## config.mk

```make
export PLATFORM = sky130hd
export DESIGN_NAME = tuple_table_report_engine_flat
export DESIGN_NICKNAME = d
export VERILOG_FILES = /design/src/rtl/tuple_table_report_engine_if.sv /design/src/rtl/tuple_table_report_engine.sv /design/src/flat_wrapper.sv
export SDC_FILE = /design/constraint.sdc
export NUM_CORES = 1
export LEC_CHECK = 0
export ABC_AREA = 1
export BUFFER_PORTS_ARGS = -buffer_cell sky130_fd_sc_hd__buf_2
export CORE_AREA = 2 2 125 127
export CTS_CLUSTER_DIAMETER = 30
export CTS_CLUSTER_SIZE = 20
export DETAILED_ROUTE_END_ITERATION = 10
export DIE_AREA = 0 0 127 129
export GPL_ROUTABILITY_DRIVEN = 1
export PLACE_DENSITY_LB_ADDON = 0.25
export SETUP_SLACK_MARGIN = 0.5
export SLEW_MARGIN = 10
export SYNTH_ARGS = -nofsm -noshare
export SYNTH_HDL_FRONTEND = slang
export SYNTH_SLANG_ARGS = --single-unit
```

## constraint.sdc

```tcl
create_clock -name i_clk -period 2.05 [get_ports i_clk]
set_clock_uncertainty 0.1 [all_clocks]
set_input_delay 0.41 -clock i_clk [delete_from_list [all_inputs] [get_ports i_clk]]
set_output_delay 0.41 -clock i_clk [all_outputs]
set_load 0.01 [all_outputs]
```

## src/rtl/tuple_table_report_engine_if.sv

```systemverilog
// Bundle of the RAM read-request side and the report stream of the tuple table report engine.
// The engine takes the master view; the arbiter/RAM and the controller take the slave view.
interface tuple_table_report_engine_if #(
    parameter int DATA_W = 152,
    parameter int ADDR_W = 5
);
    logic [ADDR_W-1:0] ov_ram_raddr;
    logic              o_ram_rd;
    logic [DATA_W-1:0] iv_ram_rdata;
    logic              i_rw_conflict;
    logic              i_report_start;
    logic [ADDR_W-1:0] ov_report_addr;
    logic [DATA_W-1:0] ov_report_data;
    logic              o_report_valid;
    logic              i_report_ready;
    logic              o_busy;
    logic              o_report_done;
    logic              o_report_error;

    modport master (
        input  iv_ram_rdata, i_rw_conflict, i_report_start, i_report_ready,
        output ov_ram_raddr, o_ram_rd, ov_report_addr, ov_report_data,
               o_report_valid, o_busy, o_report_done, o_report_error
    );

    modport slave (
        output iv_ram_rdata, i_rw_conflict, i_report_start, i_report_ready,
        input  ov_ram_raddr, o_ram_rd, ov_report_addr, ov_report_data,
               o_report_valid, o_busy, o_report_done, o_report_error
    );
endinterface

```

## src/rtl/tuple_table_report_engine.sv

```systemverilog
// Sweeps the 5-tuple mapping table one read at a time, retrying reads dropped by the arbiter,
// and streams each returned entry to the controller over a ready/valid report port.
module tuple_table_report_engine #(
    parameter int DATA_W    = 152,
    parameter int ADDR_W    = 5,
    parameter int DEPTH     = 32,
    parameter int RD_LAT    = 3,
    parameter int MAX_RETRY = 4
) (
    input  logic                      i_clk,
    input  logic                      i_rst,
    tuple_table_report_engine_if.master bus
);
    localparam int WCNT_W  = $clog2(RD_LAT + 1);
    localparam int RETRY_W = $clog2(MAX_RETRY + 1);

    typedef enum logic [2:0] {
        IDLE   = 3'd0,
        ISSUE  = 3'd1,
        WAIT   = 3'd2,
        OUTPUT = 3'd3,
        DONE   = 3'd4
    } state_t;

    state_t              state_r, state_s;
    logic [ADDR_W-1:0]   addr_r, addr_s;
    logic [RETRY_W-1:0]  retry_r, retry_s;
    logic [WCNT_W-1:0]   wcnt_r, wcnt_s;
    logic                error_r, error_s;
    logic [ADDR_W-1:0]   rep_addr_r, rep_addr_s;
    logic [DATA_W-1:0]   rep_data_r, rep_data_s;
    logic                ram_rd_r;
    logic [ADDR_W-1:0]   ram_raddr_r;
    logic                valid_r;
    logic                busy_r;
    logic                done_r;

    // Next-state and next-register logic; all outputs are registered from these values.
    always_comb begin
        state_s    = state_r;
        addr_s     = addr_r;
        retry_s    = retry_r;
        wcnt_s     = wcnt_r;
        error_s    = error_r;
        rep_addr_s = rep_addr_r;
        rep_data_s = rep_data_r;
        case (state_r)
            IDLE: begin
                if (bus.i_report_start) begin
                    addr_s  = {ADDR_W{1'b0}};
                    retry_s = {RETRY_W{1'b0}};
                    error_s = 1'b0;
                    state_s = ISSUE;
                end else begin
                    state_s = IDLE;
                end
            end
            ISSUE: begin
                wcnt_s  = {WCNT_W{1'b0}};
                state_s = WAIT;
            end
            WAIT: begin
                // The last WAIT cycle is the one where the arbiter presents data and conflict.
                if (wcnt_r == WCNT_W'(RD_LAT - 1)) begin
                    if (!bus.i_rw_conflict) begin
                        rep_data_s = bus.iv_ram_rdata;
                        rep_addr_s = addr_r;
                        retry_s    = {RETRY_W{1'b0}};
                        state_s    = OUTPUT;
                    end else if (retry_r == RETRY_W'(MAX_RETRY - 1)) begin
                        error_s = 1'b1;
                        state_s = DONE;
                    end else begin
                        retry_s = retry_r + RETRY_W'(1);
                        state_s = ISSUE;
                    end
                end else begin
                    wcnt_s = wcnt_r + WCNT_W'(1);
                end
            end
            OUTPUT: begin
                if (bus.i_report_ready) begin
                    if (addr_r == ADDR_W'(DEPTH - 1)) begin
                        state_s = DONE;
                    end else begin
                        addr_s  = addr_r + ADDR_W'(1);
                        state_s = ISSUE;
                    end
                end else begin
                    state_s = OUTPUT;
                end
            end
            DONE: begin
                state_s = IDLE;
            end
            default: begin
                state_s = IDLE;
            end
        endcase
    end

    // State, counters and registered outputs; reset aborts any sweep without a done pulse.
    always_ff @(posedge i_clk) begin
        if (i_rst) begin
            state_r     <= IDLE;
            addr_r      <= {ADDR_W{1'b0}};
            retry_r     <= {RETRY_W{1'b0}};
            wcnt_r      <= {WCNT_W{1'b0}};
            error_r     <= 1'b0;
            rep_addr_r  <= {ADDR_W{1'b0}};
            rep_data_r  <= {DATA_W{1'b0}};
            ram_rd_r    <= 1'b0;
            ram_raddr_r <= {ADDR_W{1'b0}};
            valid_r     <= 1'b0;
            busy_r      <= 1'b0;
            done_r      <= 1'b0;
        end else begin
            state_r     <= state_s;
            addr_r      <= addr_s;
            retry_r     <= retry_s;
            wcnt_r      <= wcnt_s;
            error_r     <= error_s;
            rep_addr_r  <= rep_addr_s;
            rep_data_r  <= rep_data_s;
            ram_rd_r    <= (state_s == ISSUE);
            ram_raddr_r <= addr_s;
            valid_r     <= (state_s == OUTPUT);
            busy_r      <= (state_s == ISSUE) || (state_s == WAIT) || (state_s == OUTPUT);
            done_r      <= (state_s == DONE);
        end
    end

    assign bus.o_ram_rd       = ram_rd_r;
    assign bus.ov_ram_raddr   = ram_raddr_r;
    assign bus.ov_report_addr = rep_addr_r;
    assign bus.ov_report_data = rep_data_r;
    assign bus.o_report_valid = valid_r;
    assign bus.o_busy         = busy_r;
    assign bus.o_report_done  = done_r;
    assign bus.o_report_error = error_r;
endmodule

```

## src/flat_wrapper.sv

```systemverilog
// flat-port wrapper written by rule: the top's interface ports become plain ports
module tuple_table_report_engine_flat 
#(
    parameter int DATA_W    = 152,
    parameter int ADDR_W    = 5,
    parameter int DEPTH     = 32,
    parameter int RD_LAT    = 3,
    parameter int MAX_RETRY = 4
)
  (i_clk, i_rst, bus_iv_ram_rdata, bus_i_rw_conflict, bus_i_report_start, bus_i_report_ready, bus_ov_ram_raddr, bus_o_ram_rd, bus_ov_report_addr, bus_ov_report_data, bus_o_report_valid, bus_o_busy, bus_o_report_done, bus_o_report_error);
  tuple_table_report_engine_if #(.DATA_W(DATA_W), .ADDR_W(ADDR_W)) bus_i ();
  input  logic i_clk;
  input  logic i_rst;
  input wire logic [$bits(bus_i.iv_ram_rdata)-1:0] bus_iv_ram_rdata;
  input wire logic [$bits(bus_i.i_rw_conflict)-1:0] bus_i_rw_conflict;
  input wire logic [$bits(bus_i.i_report_start)-1:0] bus_i_report_start;
  input wire logic [$bits(bus_i.i_report_ready)-1:0] bus_i_report_ready;
  output wire logic [$bits(bus_i.ov_ram_raddr)-1:0] bus_ov_ram_raddr;
  output wire logic [$bits(bus_i.o_ram_rd)-1:0] bus_o_ram_rd;
  output wire logic [$bits(bus_i.ov_report_addr)-1:0] bus_ov_report_addr;
  output wire logic [$bits(bus_i.ov_report_data)-1:0] bus_ov_report_data;
  output wire logic [$bits(bus_i.o_report_valid)-1:0] bus_o_report_valid;
  output wire logic [$bits(bus_i.o_busy)-1:0] bus_o_busy;
  output wire logic [$bits(bus_i.o_report_done)-1:0] bus_o_report_done;
  output wire logic [$bits(bus_i.o_report_error)-1:0] bus_o_report_error;
  assign bus_i.iv_ram_rdata = bus_iv_ram_rdata;
  assign bus_i.i_rw_conflict = bus_i_rw_conflict;
  assign bus_i.i_report_start = bus_i_report_start;
  assign bus_i.i_report_ready = bus_i_report_ready;
  assign bus_ov_ram_raddr = bus_i.ov_ram_raddr;
  assign bus_o_ram_rd = bus_i.o_ram_rd;
  assign bus_ov_report_addr = bus_i.ov_report_addr;
  assign bus_ov_report_data = bus_i.ov_report_data;
  assign bus_o_report_valid = bus_i.o_report_valid;
  assign bus_o_busy = bus_i.o_busy;
  assign bus_o_report_done = bus_i.o_report_done;
  assign bus_o_report_error = bus_i.o_report_error;
  tuple_table_report_engine #(.DATA_W(DATA_W), .ADDR_W(ADDR_W), .DEPTH(DEPTH), .RD_LAT(RD_LAT), .MAX_RETRY(MAX_RETRY)) u_core (.i_clk(i_clk), .i_rst(i_rst), .bus(bus_i));
endmodule
```

==> results of run 1 <==
-- per-layer routing --
metal	track usage, %	vias up
li1	-	3282
met1	27.4	3062
met5	0	-
met3	6.90	66
met4	10.9	0
met2	38.9	255
-- per-stage QoR --
step | hold slack, ps | cell area, sq um | setup WS, ps | power [W]
floorplan | 374 | 6300 | 497 | 0.00396
global placement | 340 | 7980 | 315 | 0.00424
detailed placement | 345 | 7980 | 300 | 0.00425
CTS | 94.2 | 9160 | 443 | 0.00773
global route | 111 | 10000 | 360 | 0.00814
finish | 117 | 10000 | 431 | 0.00783
-- kinds of logic (layout without fill, tap and decap cells) --
group	Yosys count	after routing	share of synthesized area, %
AND/OR/NAND/NOR	369	369	22.6
AO/OA/AOI/OAI	180	180	14.3
flip-flops	175	175	55.6
buffers and inverters	76	430	6.40
adder cells (fa/ha/maj)	5	5	0.993
other	0	1	0
-- cell usage in the layout (no fill, tap or decap), drive strengths merged --
| cell | netlist | routed |
|---|---|---|
| buf | 27 | 365 |
| nor2 | 322 | 322 |
| dfxtp | 175 | 175 |
| o21ai | 165 | 165 |
| nand2 | 29 | 29 |
| clkbuf | 26 | 28 |
| inv | 23 | 24 |
| a21oi | 14 | 14 |
| nand3 | 12 | 12 |
| clkinv | 0 | 7 |
| ha | 5 | 5 |
| nand3b | 3 | 3 |
| bufinv | 0 | 3 |
| nand4 | 2 | 2 |
| clkinvlp | 0 | 2 |
| diode | 0 | 1 |
| o21a | 1 | 1 |
| nor3 | 1 | 1 |
| bufbuf | 0 | 1 |
-- power breakdown --
group          internal, W  total, W  switching (W)  leakage [nW]
logic             0.000418  0.000888       0.000470          3.00
registers          0.00349   0.00355      0.0000604          1.42
clock network      0.00202   0.00339        0.00137         0.303
total              0.00593   0.00783        0.00190          4.72
-- worst max-delay path, cell delays in order, from the launching register on --
cell	delay, ps
dfxtp_2	320
inv_2	70
ha_4	140
inv_4	40
nor2_4	130
nand2_8	140
buf_12	240
o21ai_0	230
nor2_1	60
-- layout make-up --
class | count | share of cell area [%]
Sequential cell | 175 | 35.2
Multi-Input combinational cell | 554 | 29.2
Timing Repair Buffer | 374 | 25.7
Clock buffer | 20 | 4.67
Tap cell | 188 | 2.35
Clock inverter | 12 | 1.55
Inverter | 23 | 1.10
Timing Repair inverter | 1 | 0.163
Antenna cell | 1 | 0.0250
-- state kept, by name, summed over array words and instances (netlist names) --
signal                     cells
u_core.bus.o_busy              1
u_core.wcnt_r                  2
u_core.bus.o_ram_rd            1
u_core.bus.o_report_done       1
u_core.bus.o_report_valid      1
u_core.bus.ov_report_data    152
u_core.bus.o_report_error      1
u_core.state_r                 3
u_core.bus.ov_report_addr      5
u_core.addr_r                  5
u_core.retry_r                 3
-- path summary, 6_finish.rpt --
kind	from	endpoint	slack [ps]
worst min register to register	u_core.bus.o_report_error	u_core.bus.o_report_error	350
worst max-delay path	u_core.wcnt_r[0]	u_core.bus.ov_report_data[116]	430
worst min-delay path	bus_iv_ram_rdata[40]	u_core.bus.ov_report_data[40]	120
worst max register to register	u_core.wcnt_r[0]	u_core.bus.ov_report_data[116]	430
-- what timing repair did --
item	in CTS	in global routing
gates cloned	10	12
setup buffers	14	8
endpoints found under the hold margin	0	0
pin swaps	9	49
resized for setup	61	192
setup endpoints to repair	171	171
==> flow_summary.json, run 1 <==
{
  "status": "finished, final reports clean",
  "clk_pin_slew_ps": 70,
  "numCtsBuffers": 17,
  "drt_first_iter_violations": 406,
  "utilization_pct": 66.8,
  "ys_ff_latch": 175,
  "initial_utilization_pct": 42.0,
  "setup_tns_ps": 0,
  "antenna_found_initial": 1,
  "regArea_sq_mm": 0.00352,
  "worstPathRequired_ps": 2260,
  "io_buffers": 323,
  "relSlewSlack_pct": 71.5,
  "globalplace.congestion": 0.802,
  "multi_input_area_sq_mm": 0.00292,
  "yosys_warnings": 0,
  "drtAntennaViolNets": 0,
  "ir_drop_v": 0.000711,
  "yosysTopAreaCellShare_pct": 55.6,
  "worst_skew_pair.late_latency_ps": 420,
  "syn-cell-area_sq_mm": 0.00630,
  "drt_first_pass_iters": 5,
  "first_global_vias": 5947,
  "area_growth_pct": 58.8,
  "post-place-cells": 1271,
  "clock.fmax_mhz": 618,
  "post_drt_wl_per_cell_um": 16.1,
  "crit_type": "register to register",
  "wl_met3_mm": 1.43,
  "dp_hpwl_mm": 12.0,
  "route.detailed.drc": 0,
  "max-clock-path-buffers": 2,
  "fin_crit_sh_pct": 79.0,
  "core_area_sq_mm": 0.0150,
  "rsz0062_at_grt": "yes",
  "synthTopCellsByArea": "dfxtp_1, nor2_1, o21ai_0",
  "ys_seq_area_share_pct": 55.6,
  "synthesis.nets": 967,
  "cts_tree": "yes",
  "rr_worst_depth": 8,
  "final-instance-count-excl-fill": 1348,
  "overflow": 0,
  "synthCells": 805,
  "track_usage_pct": 23.2,
  "routed_via_density": 4.94,
  "fin_nets": 1308,
  "post-synth-top-area-cell": "dfxtp_1",
  "vias": 6665,
  "crit_arrival_ps": 1830,
  "synth.most_common_cell": "nor2_1",
  "whs_path_depth": 3,
  "start_kind": "register",
  "power.density_mw_per_mm2": 783,
  "avgSynthCellArea_sq_um": 7.82,
  "synth.distinct_cells": 22,
  "hold_buffers": 0,
  "num-fill-cells": 1261,
  "wl_met2_mm": 10.5,
  "finalWirelength_mm": 21.7,
  "setup_viol": 0,
  "cts.sinks": 175,
  "die_h_um": 129,
  "grt_start_max_net_pins": 84,
  "dieArea_sq_mm": 0.0164,
  "worstMarginPinSlew_ps": 428,
  "crit_fanout": 83,
  "layout-drive-gt1-share_pct": 45.8,
  "synth_edf_count": 0,
  "rows": 45,
  "maxCapViolCount": 0,
  "cp-end-kind": "register",
  "htree_levels": 4,
  "period_needed_ps": 1620,
  "finalHoldViolCount": 0,
  "min_path_type": "input pin to register",
  "die_w_um": 127,
  "synth_common_cells": "nor2_1, dfxtp_1, o21ai_0, nand2_1, clkbuf_1",
  "grt_first_pass_wirelength_mm": 29.9,
  "drv_slew": 0,
  "ios": 324,
  "synth_ff_type": "dfxtp_1",
  "async_flop_share_pct": 0,
  "maxUsedRoutingLayer": "met4",
  "cts_root_buffer": "clkbuf_16",
  "drt-met1-wl_mm": 8.95,
  "p_leak_nw": 4.72
}
(Power assumes the default switching activity.)
==> inputs of run 2 (changes only) <==
Settings changed: CORE_AREA 2 2 125 127 to default, CORE_UTILIZATION from default to 41, DIE_AREA 0 0 127 129 to default.
Clock period 2.05 ns to 1.4 ns, I/O delays scaled along.
==> run 2 against run 1 <==
The run now ends with hold timing, setup timing left. Power increased by 47%. Fmax increased by 2.5%. Core utilization is 6.6 points higher. First-iteration DRC count decreased by 3.2%. Cell area up 8.3%. Non-clock buffer count is 106 higher. Highest routed layer unchanged.
==> flow_summary.json, run 2 (synthesis results as in run 1) <==
{
  "htree_levels": 4,
  "initial_utilization_pct": 42.7,
  "largest_reg_flops": 152,
  "area_growth_pct": 72.0,
  "min_path_type": "input pin to register",
  "drt_first_iter_violations": 393,
  "overflow": 0,
  "fin_crit_sh_pct": 113,
  "finalHoldViolCount": 2,
  "crit_path_start": "u_core.wcnt_r[0]",
  "post-place-cells": 1300,
  "ff2ff_setup_slack_ps": -180,
  "fin_ws_ps": -180,
  "p_leak_nw": 5.03,
  "rsz0062_at_grt": "yes",
  "drv_slew": 0,
  "maxCapViolCount": 0,
  "start_kind": "register",
  "rows": 44,
  "num_antenna_cells": 0,
  "status": "finished, violations left",
  "cts_tree": "yes",
  "drtAntennaViolNets": 0,
  "routed_via_density": 4.95,
  "globalplace.congestion": 0.818,
  "cts_root_buffer": "clkbuf_16",
  "grt_first_pass_wirelength_mm": 33.7,
  "clock.fmax_mhz": 633,
  "ios": 324,
  "cts.sinks": 175,
  "reg2reg_from": "u_core.wcnt_r[0]",
  "track_usage_pct": 26.6,
  "finalPower_w": 0.0115,
  "final-instance-count-excl-fill": 1448,
  "violations": "hold timing, setup timing",
  "num-fill-cells": 1058,
  "place_area_sq_mm": 0.00837,
  "route.detailed.drc": 0,
  "cp-end-kind": "register",
  "first_global_vias": 6960,
  "relSlewSlack_pct": 68.5,
  "setup_viol": 167,
  "final_cell_mix": "buf_2, nor2_1, dfxtp_1",
  "crit_type": "register to register",
  "period_needed_ps": 1580,
  "die_h_um": 126,
  "die_w_um": 126,
  "io_buffers": 323,
  "worst_skew_pair.late_latency_ps": 420,
  "post_drt_wl_per_cell_um": 15.6,
  "utilization_pct": 73.4,
  "clk_pin_slew_ps": 60,
  "max-clock-path-buffers": 2,
  "finalWirelength_mm": 22.6,
  "numCtsBuffers": 17,
  "worstPathRequired_ps": 1610,
  "power.density_mw_per_mm2": 1060,
  "fin_nets": 1413,
  "layout-drive-gt1-share_pct": 43.8,
  "whs_ps": -3.53,
  "fin_area_sq_mm": 0.0108,
  "final_common_cell": "buf_2",
  "ir_drop_v": 0.000812,
  "dp_hpwl_mm": 12.3,
  "dieArea_sq_mm": 0.0159,
  "drt_first_pass_iters": 6,
  "crit_arrival_ps": 1790,
  "crit_fanout": 55,
  "antenna_found_initial": 0,
  "vias": 7174,
  "core_area_sq_mm": 0.0148,
  "worstMarginPinSlew_ps": 472,
  "worst_hold_startpoint": "bus_iv_ram_rdata[67]",
  "grt_start_max_net_pins": 67
}
[run 2: cell count changes in the layout (fill, tap and decap cells not counted), sizes merged]
cell / change
clkinvlp: +2
buf: +12
bufinv: -1
dlygate4sd3: +99
clkbuf: -7
bufbuf: -1
inv: +2
diode: -1
clkinv: -1
[run 2: metal layers]
metal | global-route usage (%) | share of wire, % | vias up
met3 | 7.60 | 7.2 | 98
met5 | 0 | 0 | -
met1 | 27.8 | 38 | 3269
met2 | 47.8 | 50 | 324
met4 | 15.2 | 5.1 | 0
li1 | - | - | 3483
[run 2: worst paths after layout]
check | endpoint | cells after the start
worst max register to register | u_core.bus.ov_report_data[151] | 8
worst min register to register | u_core.bus.o_report_error | 2
worst max-delay path | u_core.bus.ov_report_data[151] | 8
worst min-delay path | u_core.bus.ov_report_data[67] | 3
[run 2: worst max-delay path: stages, from the launching register on]
cell and delay (ps):
dfxtp_2 330, inv_2 70, ha_4 150, inv_4 40, nor2_4 120, nand2_8 120
buf_12 190, o21ai_0 200, nor2_1 80
[run 2: layout make-up]
cell class                 instances  area, sq um  area share, %
sequential                       175         3520           32.5
timing repair buffer             480         3440           31.8
multi-input combinational        554         2950           27.3
tap                              184          230           2.13
clock inverter                    15          158           1.46
inverter                          23          103          0.947
clock buffer                      17          425           3.93
[run 2: what timing repair did]
| item | 4_1_cts | 5_1_grt |
|---|---|---|
| setup endpoints to repair | 342 | 342 |
| cloned | 4 | 6 |
| buffers inserted | 5 | 2 |
| pin swaps | 16 | 10 |
| gates resized for setup | 152 | 75 |
| hold buffers | 99 | 0 |
| endpoints found under the hold margin | 99 | 0 |
[run 2: where the power goes]
| part | leakage, nW | switching, W | internal, W |
|---|---|---|---|
| registers | 1.42 | 0.0000772 | 0.00511 |
| logic | 3.34 | 0.000777 | 0.000812 |
| clock network | 0.277 | 0.00206 | 0.00265 |
[run 2: through the flow]
step	setup TNS [ps]	worst slack [ps]
floorplan	-2820	-36.4
detailed placement	-15380	-163
finish	-16460	-180
global route	-30320	-249
CTS	-10480	-127
global placement	-10710	-124
==> inputs of run 3 (changes only) <==
Settings changed: CORE_UTILIZATION 41 to 35, PLACE_DENSITY from default to 0.67, PLACE_DENSITY_LB_ADDON 0.25 to default.
==> run 3 against run 2 <==
The flow still finishes with violations (hold timing, setup timing). Setup slack got worse by 31 ps. Sequential power about the same. Highest routed layer unchanged. Combinational power is 13% higher. Global-route usage fell by 5.0 points. Wire length is 11% higher. Power is 7.7% higher. Critical endpoint is now u_core.bus.ov_report_data[112]. Die area rose by 17%.
==> flow_summary.json, run 3 (synthesis results as in run 1) <==
{
  "status": "finished, violations left",
  "violations": "hold timing, setup timing",
  "clock.fmax_mhz": 621,
  "drv_slew": 0,
  "crit_type": "register to register",
  "path_cells": "inv_2 > ha_4 > inv_4 > nor2_4 > nand2_8 > clkinv_8 > buf_12 > clkbuf_16 > nor2_1 > nor2_1",
  "core_area_sq_mm": 0.0174,
  "worstPathRequired_ps": 1650,
  "fin_crit_sh_pct": 115,
  "dieArea_sq_mm": 0.0185,
  "rsz0062_at_grt": "yes",
  "ios": 324,
  "finalWirelength_mm": 25.1,
  "drt_first_pass_iters": 4,
  "route.detailed.drc": 0,
  "rows": 48,
  "htree_levels": 4,
  "regArea_sq_mm": 0.00363,
  "overflow": 0,
  "cts_root_buffer": "clkbuf_16",
  "grt_first_pass_wirelength_mm": 31.6,
  "utilization_pct": 69.7,
  "post-place-cells": 1354,
  "dp_hpwl_mm": 13.2,
  "cp-end-kind": "register",
  "finalHoldViolCount": 1,
  "die_h_um": 136,
  "p_int_w": 0.00933,
  "whs_ps": -0.512,
  "numCtsBuffers": 17,
  "vias": 7500,
  "path_delay_family": "buffers and inverters",
  "track_usage_pct": 21.6,
  "worst_skew_pair.late_latency_ps": 420,
  "globalplace.congestion": 0.770,
  "p_sw_w": 0.00304,
  "max-clock-path-buffers": 2,
  "final-instance-count-excl-fill": 1544,
  "fin_nets": 1467,
  "die_w_um": 136,
  "pwr-share-comb_pct": 14.4,
  "first_global_vias": 6740,
  "setup_viol": 169,
  "cp_slowest_cell": "dfxtp_2",
  "cts_tree": "yes",
  "largest_reg_flops": 152,
  "crit_arrival_ps": 1860,
  "clockPowerShare_pct": 43.4,
  "post_drt_wl_per_cell_um": 16.2,
  "min_path_type": "input pin to register",
  "switching_share_pct": 24.6,
  "p_leak_nw": 5.45,
  "path_buf_inv": 5,
  "io_buffers": 323,
  "power.density_mw_per_mm2": 1020,
  "drt_first_iter_violations": 359,
  "final_common_cell": "nor2_1",
  "period_needed_ps": 1610,
  "cts.sinks": 175,
  "num-fill-cells": 1206,
  "area_growth_pct": 92.9,
  "layout-drive-gt1-share_pct": 51.7,
  "multi_input_area_sq_mm": 0.00298,
  "fin_ws_ps": -211,
  "relSlewSlack_pct": 82.7,
  "clk_pin_slew_ps": 70,
  "finalPower_w": 0.0124,
  "start_kind": "register",
  "crit_top_cell": "nor2_1",
  "routed_via_density": 4.86,
  "pwr-share-seq_pct": 42.1,
  "final_cell_mix": "nor2_1, buf_2, dlygate4sd3_1",
  "maxCapViolCount": 0,
  "crit_fanout": 9,
  "antenna_found_initial": 0,
  "ir_drop_v": 0.000792,
  "worstMarginPinSlew_ps": 258,
  "drtAntennaViolNets": 0,
  "grt_start_max_net_pins": 59,
  "post-place-ws_ps": -139,
  "initial_utilization_pct": 36.2,
  "cpPeakStageDelay_ps": 320
}
[run 3: final timing paths]
kind / end / cells after the start / slack, ps / start
setup / recovery: u_core.bus.ov_report_data[112] / 10 / -210 / u_core.wcnt_r[0]
hold / removal: u_core.bus.ov_report_data[133] / 3 / -0.5 / bus_iv_ram_rdata[133]
setup reg to reg: u_core.bus.ov_report_data[112] / 10 / -210 / u_core.wcnt_r[0]
hold reg to reg: u_core.bus.o_report_error / 2 / 340 / u_core.bus.o_report_error
[run 3: per-stage QoR]
step	hold slack [ps]	TNS, ps	area, sq um
2_1_floorplan	326	-2820	6440
3_3_place_gp	338	-11170	8600
3_5_place_dp	340	-14160	8600
4_1_cts	-2.84	-16190	10500
5_1_grt	2.72	-34170	12100
6_report	-0.512	-23640	12100
[run 3: tightest hold or removal path, stage by stage]
cell and delay [ps]:
buf_2 80, o21ai_1 60, nor2_1 70
[run 3: area by class of cell]
class,count,area share [%]
Clock buffer,18,3.62
Multi-Input combinational cell,554,24.5
Antenna cell,1,0.0206
Sequential cell,175,29.9
Timing Repair Buffer,534,36.9
Inverter,23,0.865
Clock inverter,14,1.85
Tap cell,225,2.32
[run 3: power groups by stage]
stage | Sequential, W | Combinational (W) | Clock [W]
6_report | 0.00521 | 0.00179 | 0.00537
5_1_grt | 0.00522 | 0.00193 | 0.00564
4_1_cts | 0.00518 | 0.00141 | 0.00544
3_5_place_dp | 0.00529 | 0.00111 | 0
3_3_place_gp | 0.00529 | 0.00109 | 0
2_1_floorplan | 0.00535 | 0.000519 | 0
[run 3: layer usage]
layer	GRT usage (%)	share of wire, %	routed length [um]
met2	38.5	53	13200
met5	0	0	0
met1	23.4	37	9340
met4	10.7	3.4	841
met3	5.97	6.8	1700
[run 3: what timing repair did]
item                                   in CTS  in global routing
pin swaps                                   6                 20
endpoints found under the hold margin     120                  1
hold buffers                              118                  1
gates cloned                                1                  9
setup endpoints to repair                 342                342
setup buffers                               0                 28
gates resized for setup                    39                382
